`src/rtl/sdram_access_arbiter.sv`:
```
// Arbiter sharing one SDRAM base controller between a write (capture) channel and a read
// (host readback) channel. One access at a time, write priority with a read starvation guard,
// and a per-access watchdog that aborts an access whose done never arrives.
module sdram_access_arbiter #(
  parameter int unsigned TIMEOUT_CYC   = 1024,
  parameter int unsigned TMO_W         = 11,
  parameter int unsigned MAX_WR_STREAK = 8
) (
  input  logic        clk,
  input  logic        rst_n,
  input  logic        wr_req,
  input  logic [23:0] wr_addr,
  input  logic [15:0] wr_data,
  output logic        wr_ack,
  input  logic        rd_req,
  input  logic [23:0] rd_addr,
  output logic [15:0] rd_data,
  output logic        rd_ack,
  output logic [1:0]  sd_call,
  output logic [23:0] sd_addr,
  output logic [15:0] sd_wdata,
  input  logic [1:0]  sd_done,
  input  logic [15:0] sd_rdata,
  output logic        busy,
  output logic        timeout_err,
  input  logic        err_clr
);

  localparam int unsigned STREAK_W = $clog2(MAX_WR_STREAK + 1);
  localparam logic [TMO_W-1:0]    TmoLast   = TMO_W'(TIMEOUT_CYC - 1);
  localparam logic [STREAK_W-1:0] StreakMax = STREAK_W'(MAX_WR_STREAK);

  typedef enum logic [1:0] {StIdle, StWr, StRd, StGap} state_e;

  state_e              state;
  logic [TMO_W-1:0]    tmoCnt;
  logic [STREAK_W-1:0] wrStreak;

  logic grantWr;
  logic grantRd;
  logic doneHit;
  logic tmoHit;

  // Arbitration and completion decode; a pending read caps the run of back-to-back writes.
  always_comb begin
    grantWr = wr_req && (!rd_req || (wrStreak < StreakMax));
    grantRd = !grantWr && rd_req;
    doneHit = ((state == StWr) && sd_done[1]) || ((state == StRd) && sd_done[0]);
    tmoHit  = (tmoCnt == TmoLast);
  end

  // Access sequencer with registered outputs; done takes precedence over the watchdog.
  always_ff @(posedge clk or negedge rst_n) begin
    if (!rst_n) begin
      state       <= StIdle;
      tmoCnt      <= '0;
      wrStreak    <= '0;
      sd_call     <= 2'b00;
      sd_addr     <= '0;
      sd_wdata    <= '0;
      wr_ack      <= 1'b0;
      rd_ack      <= 1'b0;
      rd_data     <= '0;
      busy        <= 1'b0;
      timeout_err <= 1'b0;
    end else begin
      wr_ack <= 1'b0;
      rd_ack <= 1'b0;
      // A timeout on this same edge overrides the clear below.
      if (err_clr) begin
        timeout_err <= 1'b0;
      end
      case (state)
        StIdle: begin
          if (grantWr) begin
            sd_addr  <= wr_addr;
            sd_wdata <= wr_data;
            sd_call  <= 2'b10;
            tmoCnt   <= '0;
            busy     <= 1'b1;
            state    <= StWr;
          end else if (grantRd) begin
            sd_addr  <= rd_addr;
            sd_call  <= 2'b01;
            tmoCnt   <= '0;
            busy     <= 1'b1;
            state    <= StRd;
          end
        end
        StWr, StRd: begin
          if (doneHit) begin
            sd_call <= 2'b00;
            state   <= StGap;
            if (state == StWr) begin
              wr_ack <= 1'b1;
              if (wrStreak < StreakMax) begin
                wrStreak <= wrStreak + 1'b1;
              end
            end else begin
              rd_ack   <= 1'b1;
              rd_data  <= sd_rdata;
              wrStreak <= '0;
            end
          end else if (tmoHit) begin
            // Abort without ack; the requester still holds req and is arbitrated again.
            sd_call     <= 2'b00;
            timeout_err <= 1'b1;
            state       <= StGap;
          end else begin
            tmoCnt <= tmoCnt + 1'b1;
          end
        end
        StGap: begin
          busy  <= 1'b0;
          state <= StIdle;
        end
        default: begin
          state <= StIdle;
        end
      endcase
    end
  end

endmodule

```
`config.mk`:
```
export PLATFORM = sky130hd
export DESIGN_NAME = sdram_access_arbiter
export DESIGN_NICKNAME = d
export VERILOG_FILES = /design/src/rtl/sdram_access_arbiter.sv
export SDC_FILE = /design/constraint.sdc
export NUM_CORES = 1
export LEC_CHECK = 0
export CORE_MARGIN = 3
export CORE_UTILIZATION = 43
export DETAILED_ROUTE_END_ITERATION = 16
export GPL_TIMING_DRIVEN = 0
export HOLD_SLACK_MARGIN = 0.08
export PLACE_DENSITY = 0.79
export RECOVER_POWER = 100
export SLEW_MARGIN = 40
export SYNTH_ARGS = -nofsm -noshare
export SYNTH_HDL_FRONTEND = slang
export SYNTH_SLANG_ARGS = --single-unit
```
`constraint.sdc`:
```
create_clock -name clk -period 2.18 [get_ports clk]
set_input_delay 0.436 -clock clk [delete_from_list [all_inputs] [get_ports clk]]
set_output_delay 0.436 -clock clk [all_outputs]
set_load 0.005 [all_outputs]
```
* Word-level counts from Yosys, hierarchy flattened
Index checks and enable logic that the tools add are counted.
Storage, ports and cells: bits in writable memories 0, bits of input ports 87, ROM bits 0, register bits after elaboration 79, memories 0, latch bits 0
Operators by class: shifts and indexed selects 0, $lt $le $gt $ge 1, equality and inequality tests 9, multipliers 0, multiplexer cells 32, add/sub/neg operators 2, divide/modulo/power cells 0, bitwise logic cells 1, reduce and logical (&&, ||, !) cells 21
Operator list (number):
- 24-bit two-way mux | 2
- 11-bit two-way mux | 4
- 11-bit one-hot mux with 2 select lines | 1
- 2-bit two-way mux | 8
- 1-bit two-way mux | 12
- 11-bit by 1-bit adder with 11-bit output (second input constant) | 1
- 11-bit by 10-bit == test with 1-bit output (second input constant) | 1
- 3-bit AND reduction | 3
- 4-bit two-way mux | 2
- 2-bit AND reduction | 4
- 3-bit inequality test (second input constant) | 2
- 2-bit one-hot mux with 3 select lines | 1
- 2-bit nonzero test | 3
- 4-bit by 1-bit adder with 4-bit output (second input constant) | 1
- 2-bit == test (second input constant) | 2
- 1-bit logical AND | 4
- 4-bit < comparator (second input constant) | 1
- 2-bit inequality test (second input constant) | 2
- 2-bit one-hot mux with 2 select lines | 1
- 4-bit AND reduction | 1
- 2-bit by 1-bit == test with 1-bit output (second input constant) | 1
- 1-bit logical NOT | 2
- 2-bit logical NOT | 1
- 1-bit logical OR | 2
- other kinds (4) | 4

* Logic depth before layout (Yosys ltp)
Gate-level depths: netlist (run 1).
depth after elaboration 8, mapped depth 8

* Worst setup path after synthesis (run 1)
No wires, ideal clock.
path type register -> register, start register state[1], end register rd_data[6], path buffers 2, arrival 1766 ps, required time 2055 ps, path slack 289 ps, cell stages (with the launch flop) 9, setup time 125 ps, cells stage by stage dfrtp_1 inv_1 ha_1 buf_4 a22o_1 nand2_1 nor2_4 buf_4 mux2_2
On the way: longest elaborated chain between the ends 4, elaborated cells on any way between the ends 8, classes of those cells eq/ne (2); bitwise (1); reduce/logical (5)
Ends and longest elaborated chain:
- start, declared | line 35 | state_e state;
- start signal, assigned | line 55 | state <= StIdle;
- start signal, assigned | line 81 | state <= StWr;
- start signal, assigned | line 87 | state <= StRd;
- 2-bit by 1-bit == test with 1-bit output / 2-bit == test (equally long branches) | line 48, 73, 94
- 1-bit logical AND | line 48 | doneHit = ((state == StWr) && sd_done[1]) || ((state == StRd) && sd_done[0]);
- 1-bit logical OR | line 48
- 3-bit AND reduction (no source line) (*)
- end signal, assigned | line 101 | rd_data <= sd_rdata;
- end, declared | line 17 | output logic [15:0] rd_data,
Every way passes the cells marked *; elsewhere a longest branch is shown, timed or not. A chain may end at the register's enable or synchronous reset.

* Final worst setup path (run 1)
start input port wr_req, end register sd_wdata[9]
On the way: longest elaborated chain between the ends 2
Ends and longest elaborated chain:
- start, declared | line 11 | input logic wr_req,
- 1-bit logical AND | line 46 | grantWr = wr_req && (!rd_req || (wrStreak < StreakMax));
- 2-bit AND reduction (no source line)
- end signal, assigned | line 77 | sd_wdata <= wr_data;
- end, declared | line 21 | output logic [15:0] sd_wdata,
Every way passes these cells.

==> impl_metrics.toml, run 1 <==
[place]
place_area_um2 = 5320
dp.final_hpwl_um = 7270
gp_congestion = 0.834
port_buffers = 148

[yosys]
ys.flop_type = "dfrtp_1"
synth_top_family_by_area = "multiplexers"
syn_nets = 412
yosys_warnings = 0
synth.avg_cell_area_um2 = 11.6
ys_ff_latch = 79
synth_mux_area_share_pct = 16.3
ys_types = 52
synthCells = 319
synth_xor_area_share_pct = 0
netlist_area_um2 = 3690
synthSimpleGateAreaFrac_pct = 12.0
synth_compound_area_share_pct = 13.1
synth_async_sr_flop_share_pct = 100
synth_edf_count = 0
synthAdderAreaFrac_pct = 2.04
yosysSeqAreaShare_pct = 53.6

[routing]
drc_errors = 0
dr.first_iter.drc_count = 123
wl_met2_um = 4620
wl_met3_um = 836
routed_wl_um = 9410
dr_total_vias = 3108
first_pass_iters = 4
wl_per_cell_um = 15.9
top_layer_used = "met4"
antenna_left = 0
met1_length_um = 3850
via_per_inst = 5.26

[clock_network]
clock_latency_ps = 340
tritoncts = "yes"
cts_root_buf = "clkbuf_8"
cts_buffer_depth = 2
cts_sinks = 79
path_clk_slew_ps = 80
htree_levels = 3
numCtsBuffers = 9

[final_layout]
fin_nets = 574
fillers = 655
n_antenna_cell = 0
drive_gt1_share_pct = 12.3
syn_to_final_growth_pct = 50.9
design_area_um2 = 5560

[critical_path]
crit_path_max_incr_delay_ps = 550
cp.buffers_inverters = 3
required_ps = 2410
critPathTopFamily = "buffers and inverters"
critPathCaptureType = "flip-flop"
crit_chain = "clkdlybuf4s50_1, a21boi_1, clkbuf_2, nand2_2, buf_2, mux2_1"
worstSetupPathType = "primary input to flip-flop"
worstPathMaxFanout = 10
worst_ep_arrival_time_ps = 2270
slowest_stage = "clkdlybuf4s50_1"
setup.worst_path.start_class = "primary input"

[timing]
fin_worst_skew_ps = 4.22
max_slew_margin_pct = 36.0
max_freq_mhz = 490
post-route-min-period_ps = 2040
setup_viol_count_final = 0
slew_violations = 0
hold_viol_final = 0
rsz0062_at_grt = "no"
tightest_slew_ps = 960
final.period_utilization_pct = 93.6

[pwr]
power_mw = 6.72
ir_drop_uv = 597
power_density_nw_per_um2 = 1210
power.leakage_nw = 2.56

[min_path]
hold_path.class = "flip-flop to flip-flop"

[die]
die-area_um2 = 9720
fp.dieH_um = 98.6
rows = 33
start_util_pct = 44.7
core_area_um2 = 8260
die_x_um = 98.6
ios = 149

[outcome]
status = "finished, final reports clean"

[global_routing]
grt_max_degree = 42
track_usage_pct = 19.8
grt_pass1_wl_um = 15600
antenna_found_initial = 0
grt_pass1_vias = 3239
grt-ovfl-total = 0

[job]
cap_violations = 0
power by group:
part | switching, mW | total (mW) | internal, mW
logic | 1.44 | 3.07 | 1.63
clock network | 0.547 | 1.23 | 0.682
registers | 0.329 | 2.42 | 2.09
cell usage after synthesis (3+ instances only):
| master | number | area (um^2) |
|---|---|---|
| inv_1 | 8 | 30.0 |
| nand2_1 | 40 | 150 |
| o211ai_1 | 4 | 30.0 |
| nand3_1 | 10 | 50.1 |
| ha_1 | 6 | 75.1 |
| and3_1 | 4 | 25.0 |
| dfrtp_1 | 79 | 1980 |
| buf_4 | 4 | 30.0 |
| nand4_1 | 4 | 25.0 |
| or3_1 | 5 | 31.3 |
| a22o_1 | 3 | 26.3 |
| a21oi_1 | 5 | 25.0 |
| nor3_1 | 4 | 20.0 |
| nor2_1 | 7 | 26.3 |
| buf_2 | 4 | 20.0 |
| o21ai_0 | 30 | 150 |
| mux2i_1 | 24 | 240 |
| clkbuf_1 | 7 | 26.3 |
| mux2_1 | 11 | 124 |
| mux2_2 | 21 | 236 |
routing by layer:
metal | track usage (%) | vias up
li1 | - | 1484
met4 | 6.93 | 0
met2 | 33.8 | 142
met5 | 0 | -
met3 | 5.52 | 8
met1 | 24.2 | 1474
sequential cells by signal, summed over array words and instances (netlist names):
signal and cells:
rd_ack 1, timeout_err 1, sd_addr 24, wr_ack 1, state 2, rd_data 16, sd_wdata 16, tmoCnt 11
busy 1, sd_call 2, wrStreak 4
worst register-to-register path: stages (launching register included):
cell and delay (ps):
dfrtp_1 410, inv_1 110, ha_1 150, buf_4 160, a22o_1 220, nand2_1 160, nor2_4 160, buf_4 210
mux2_2 360
cells in the final DEF, fill, tap and decap left out, drive strengths merged, types with 2 or more instances in the layout:
cell,instances
clkinvlp,2
ha,6
clkbuf,21
o21ai,33
nand4,5
clkdlybuf4s50,85
nand3,11
nor3,4
buf,8
o211a,2
o311ai,4
mux2i,24
nor2,8
dlygate4sd3,63
nand2,42
a22oi,2
dfrtp,79
or3,5
bufinv,2
o2bb2ai,2
o32ai,2
a22o,3
and3,4
a21oi,5
inv,9
mux2,32
a211o,2
o211ai,4
a21boi,2
layout make-up:
type	instances	area [um^2]	share of cell area [%]
Multi-Input combinational cell	216	1610	28.9
Clock buffer	10	138	2.47
Inverter	8	30.0	0.540
Tap cell	105	131	2.36
Clock inverter	6	92.6	1.66
Buffer	16	76.3	1.37
Timing Repair Buffer	151	1510	27.2
Sequential cell	79	1980	35.5
final timing paths:
check	from	cells after the start	slack, ps	end
setup / recovery	wr_req	6	140	sd_wdata[9]
hold / removal	sd_addr[10]	2	480	sd_addr[10]
setup reg to reg	state[1]	8	150	rd_data[6]
hold reg to reg	sd_addr[10]	2	480	sd_addr[10]
max in group asynchronous	rst_n	3	670	sd_addr[12]
min in group asynchronous	rst_n	2	780	tmoCnt[10]
logic make-up (layout without fill, tap and decap cells):
group	after synthesis	in the layout
buffers and inverters	24	191
muxes	56	56
AOI/OAI and AO/OA	68	68
adders and majority gates	6	6
and+or+nand+nor	86	86
DFF	79	79
stage by stage:
stage	util [%]	setup TNS [ps]	worst slack [ps]	std cells	hold WS, ps
after floorplan	-	0	289	319	140
after global placement	64.2	-164350	-2070	572	461
after detailed placement	64.4	-2380	-204	573	361
after CTS	67.4	0	76.6	591	489
after global routing	67.4	0	34.2	591	506
final	67.4	0	140	591	478
what timing repair did:
action / 4_1_cts / 5_1_grt
hold buffers: 1 / 0
resized for setup: 0 / 5
endpoints found under the setup margin: 8 / 6
pin swaps: 1 / 0
setup buffers: 1 / 0
endpoints found under the hold margin: 38 / 0
No activity file was read; power rests on OpenSTA's default activity.
==> run 2: changes to the inputs <==
--- a/config.mk
+++ b/config.mk
@@ -7,11 +7,13 @@
 export LEC_CHECK = 0
 export CORE_MARGIN = 3
 export CORE_UTILIZATION = 43
+export CTS_BUF_LIST = sky130_fd_sc_hd__clkbuf_16
 export DETAILED_ROUTE_END_ITERATION = 16
 export GPL_TIMING_DRIVEN = 0
 export HOLD_SLACK_MARGIN = 0.08
 export PLACE_DENSITY = 0.79
 export RECOVER_POWER = 100
+export SKIP_LAST_GASP = 1
 export SLEW_MARGIN = 40
 export SYNTH_ARGS = -nofsm -noshare
 export SYNTH_HDL_FRONTEND = slang
==> run 2 against run 1 <==
Critical path type is now flip-flop to flip-flop. Clock skew grew 0.79 ps. Critical endpoint is now rd_data[6]. Highest routed layer unchanged. Setup slack lost 1.8 ps. Critical path depth grew 2.
==> impl_metrics.toml, run 2 (synthesis results as in run 1) <==
[outcome]
status = "finished, final reports clean"

[final_layout]
final_common_cell = "clkdlybuf4s50_1"
fin_util_pct = 68.5
top_register = "sd_addr"
fin_nets = 574
final_cell_mix = "clkdlybuf4s50_1, dfrtp_1, dlygate4sd3_1"
drive_gt1_share_pct = 12.1
reg_top3 = "sd_addr x24, rd_data x16, sd_wdata x16"
syn_to_final_growth_pct = 53.4
n_antenna_cell = 0
largest_reg_flops = 24
fillers = 640

[timing]
setup_viol_count_final = 0
max_slew_margin_pct = 35.9
setup_slack_ps = 138
final.period_utilization_pct = 93.7
max_freq_mhz = 490
slew_violations = 0
post-route-min-period_ps = 2040
rsz0062_at_grt = "no"
hold_viol_final = 0
fin_worst_skew_ps = 5.01
tightest_slew_ps = 961
tns_ps = 0

[critical_path]
critPathCaptureType = "flip-flop"
worstSetupPathType = "flip-flop to flip-flop"
crit_path_max_incr_delay_ps = 400
cp_common_cell = "buf_4"
required_ps = 2390
setup.worst_path.start_class = "flip-flop"
slowest_stage = "dfrtp_1"
crit_chain = "inv_1, ha_1, buf_4, a22o_1, nand2_1, nor2_4, buf_4, mux2_2"
worstPathMaxFanout = 10
worst_ep_arrival_time_ps = 2250

[routing]
routed_wl_um = 9610
top_layer_used = "met4"
wl_per_cell_um = 16.3
drc_errors = 0
dr.first_iter.drc_count = 135
met1_length_um = 3800
wl_met2_um = 4740
antenna_left = 0
via_per_inst = 5.34
first_pass_iters = 4
dr_total_vias = 3153
wl_met3_um = 915

[clock_network]
tritoncts = "yes"
htree_levels = 3
numCtsBuffers = 9
cts_buffer_depth = 2
path_clk_slew_ps = 60
cts_sinks = 79
cts_root_buf = "clkbuf_16"
clock_latency_ps = 330

[place]
dp.final_hpwl_um = 7270
port_buffers = 148
place_ws_ps = -204
gp_congestion = 0.834

[pwr]
power.leakage_nw = 2.60
power_mw = 7.12
power_density_nw_per_um2 = 1260
ir_drop_uv = 680

[min_path]
hold_path.class = "flip-flop to flip-flop"

[job]
cap_violations = 0

[global_routing]
grt_pass1_vias = 3237
track_usage_pct = 20.4
grt_max_degree = 42
grt_pass1_wl_um = 16000
grt-ovfl-total = 0
antenna_found_initial = 0

[die]
die_x_um = 98.6
fp.dieH_um = 98.6
start_util_pct = 44.7
die-area_um2 = 9720
rows = 33
core_area_um2 = 8260
ios = 149
## run 2: cell types whose count changed in the layout (fill, tap and decap cells not counted)
cell,before,now
a21boi_1,1,0
clkinv_1,0,1
clkdlybuf4s50_1,85,84
dlygate4sd3_1,63,64
clkbuf_1,6,7
clkbuf_8,10,0
clkbuf_2,5,4
a21boi_0,1,2
clkbuf_16,0,9
buf_1,1,0
buf_4,3,4
## run 2: cell type report
| class | count | area (um^2) | area share (%) |
|---|---|---|---|
| multi-input cells | 216 | 1610 | 28.4 |
| plain buffers | 16 | 78.8 | 1.39 |
| repair buffers | 151 | 1510 | 26.8 |
| clock inverters | 7 | 96.3 | 1.70 |
| clock buffers | 9 | 225 | 3.98 |
| well taps | 105 | 131 | 2.32 |
| inverters | 8 | 30.0 | 0.531 |
| flip-flops and latches | 79 | 1980 | 34.9 |
## run 2: critical path, delay by kind of cell, from the launching register on
kind / cells / cell delay, ps
buf+inv: 3 / 480
flops: 1 / 400
mux: 1 / 350
simple gates: 2 / 320
compound gates: 1 / 220
fa+ha+maj: 1 / 150
## run 2: worst paths after layout
path | cells after the start | end | slack (ps) | startpoint
worst max register to register | 8 | rd_data[6] | 140 | state[1]
worst max-delay path | 8 | rd_data[6] | 140 | state[1]
worst min-delay path | 2 | sd_addr[13] | 470 | sd_addr[13]
worst min register to register | 2 | sd_addr[13] | 470 | sd_addr[13]
min in group asynchronous | 2 | tmoCnt[10] | 800 | rst_n
max in group asynchronous | 3 | sd_addr[12] | 660 | rst_n
## run 2: routing by layer
metal / global-route usage [%] / up-vias
met5: 0 / -
met4: 7.77 / 0
met3: 5.66 / 14
met2: 34.7 / 157
met1: 24.7 / 1488
li1: - / 1494
## run 2: where the power goes
| group | switching (mW) | leakage [nW] | internal (mW) |
|---|---|---|---|
| Clock | 0.599 | 0.150 | 1.00 |
| Sequential | 0.336 | 0.986 | 2.10 |
| Combinational | 1.45 | 1.47 | 1.63 |
## run 2: through the flow
| stage | std cells | hold WS [ps] | instance area (um^2) |
|---|---|---|---|
| detailed placement | 573 | 361 | 5320 |
| floorplan | 319 | 140 | 3690 |
| global placement | 572 | 461 | 5300 |
| finish | 591 | 473 | 5660 |
| CTS | 591 | 484 | 5660 |
| global route | 591 | 501 | 5660 |
## run 2: repair_timing
action                                 in CTS  in global routing
buffers inserted                            1                  0
hold buffers                                1                  0
setup endpoints to repair                   8                  6
resized for setup                           0                  4
endpoints found under the hold margin      38                  0
pin swaps                                   1                  0
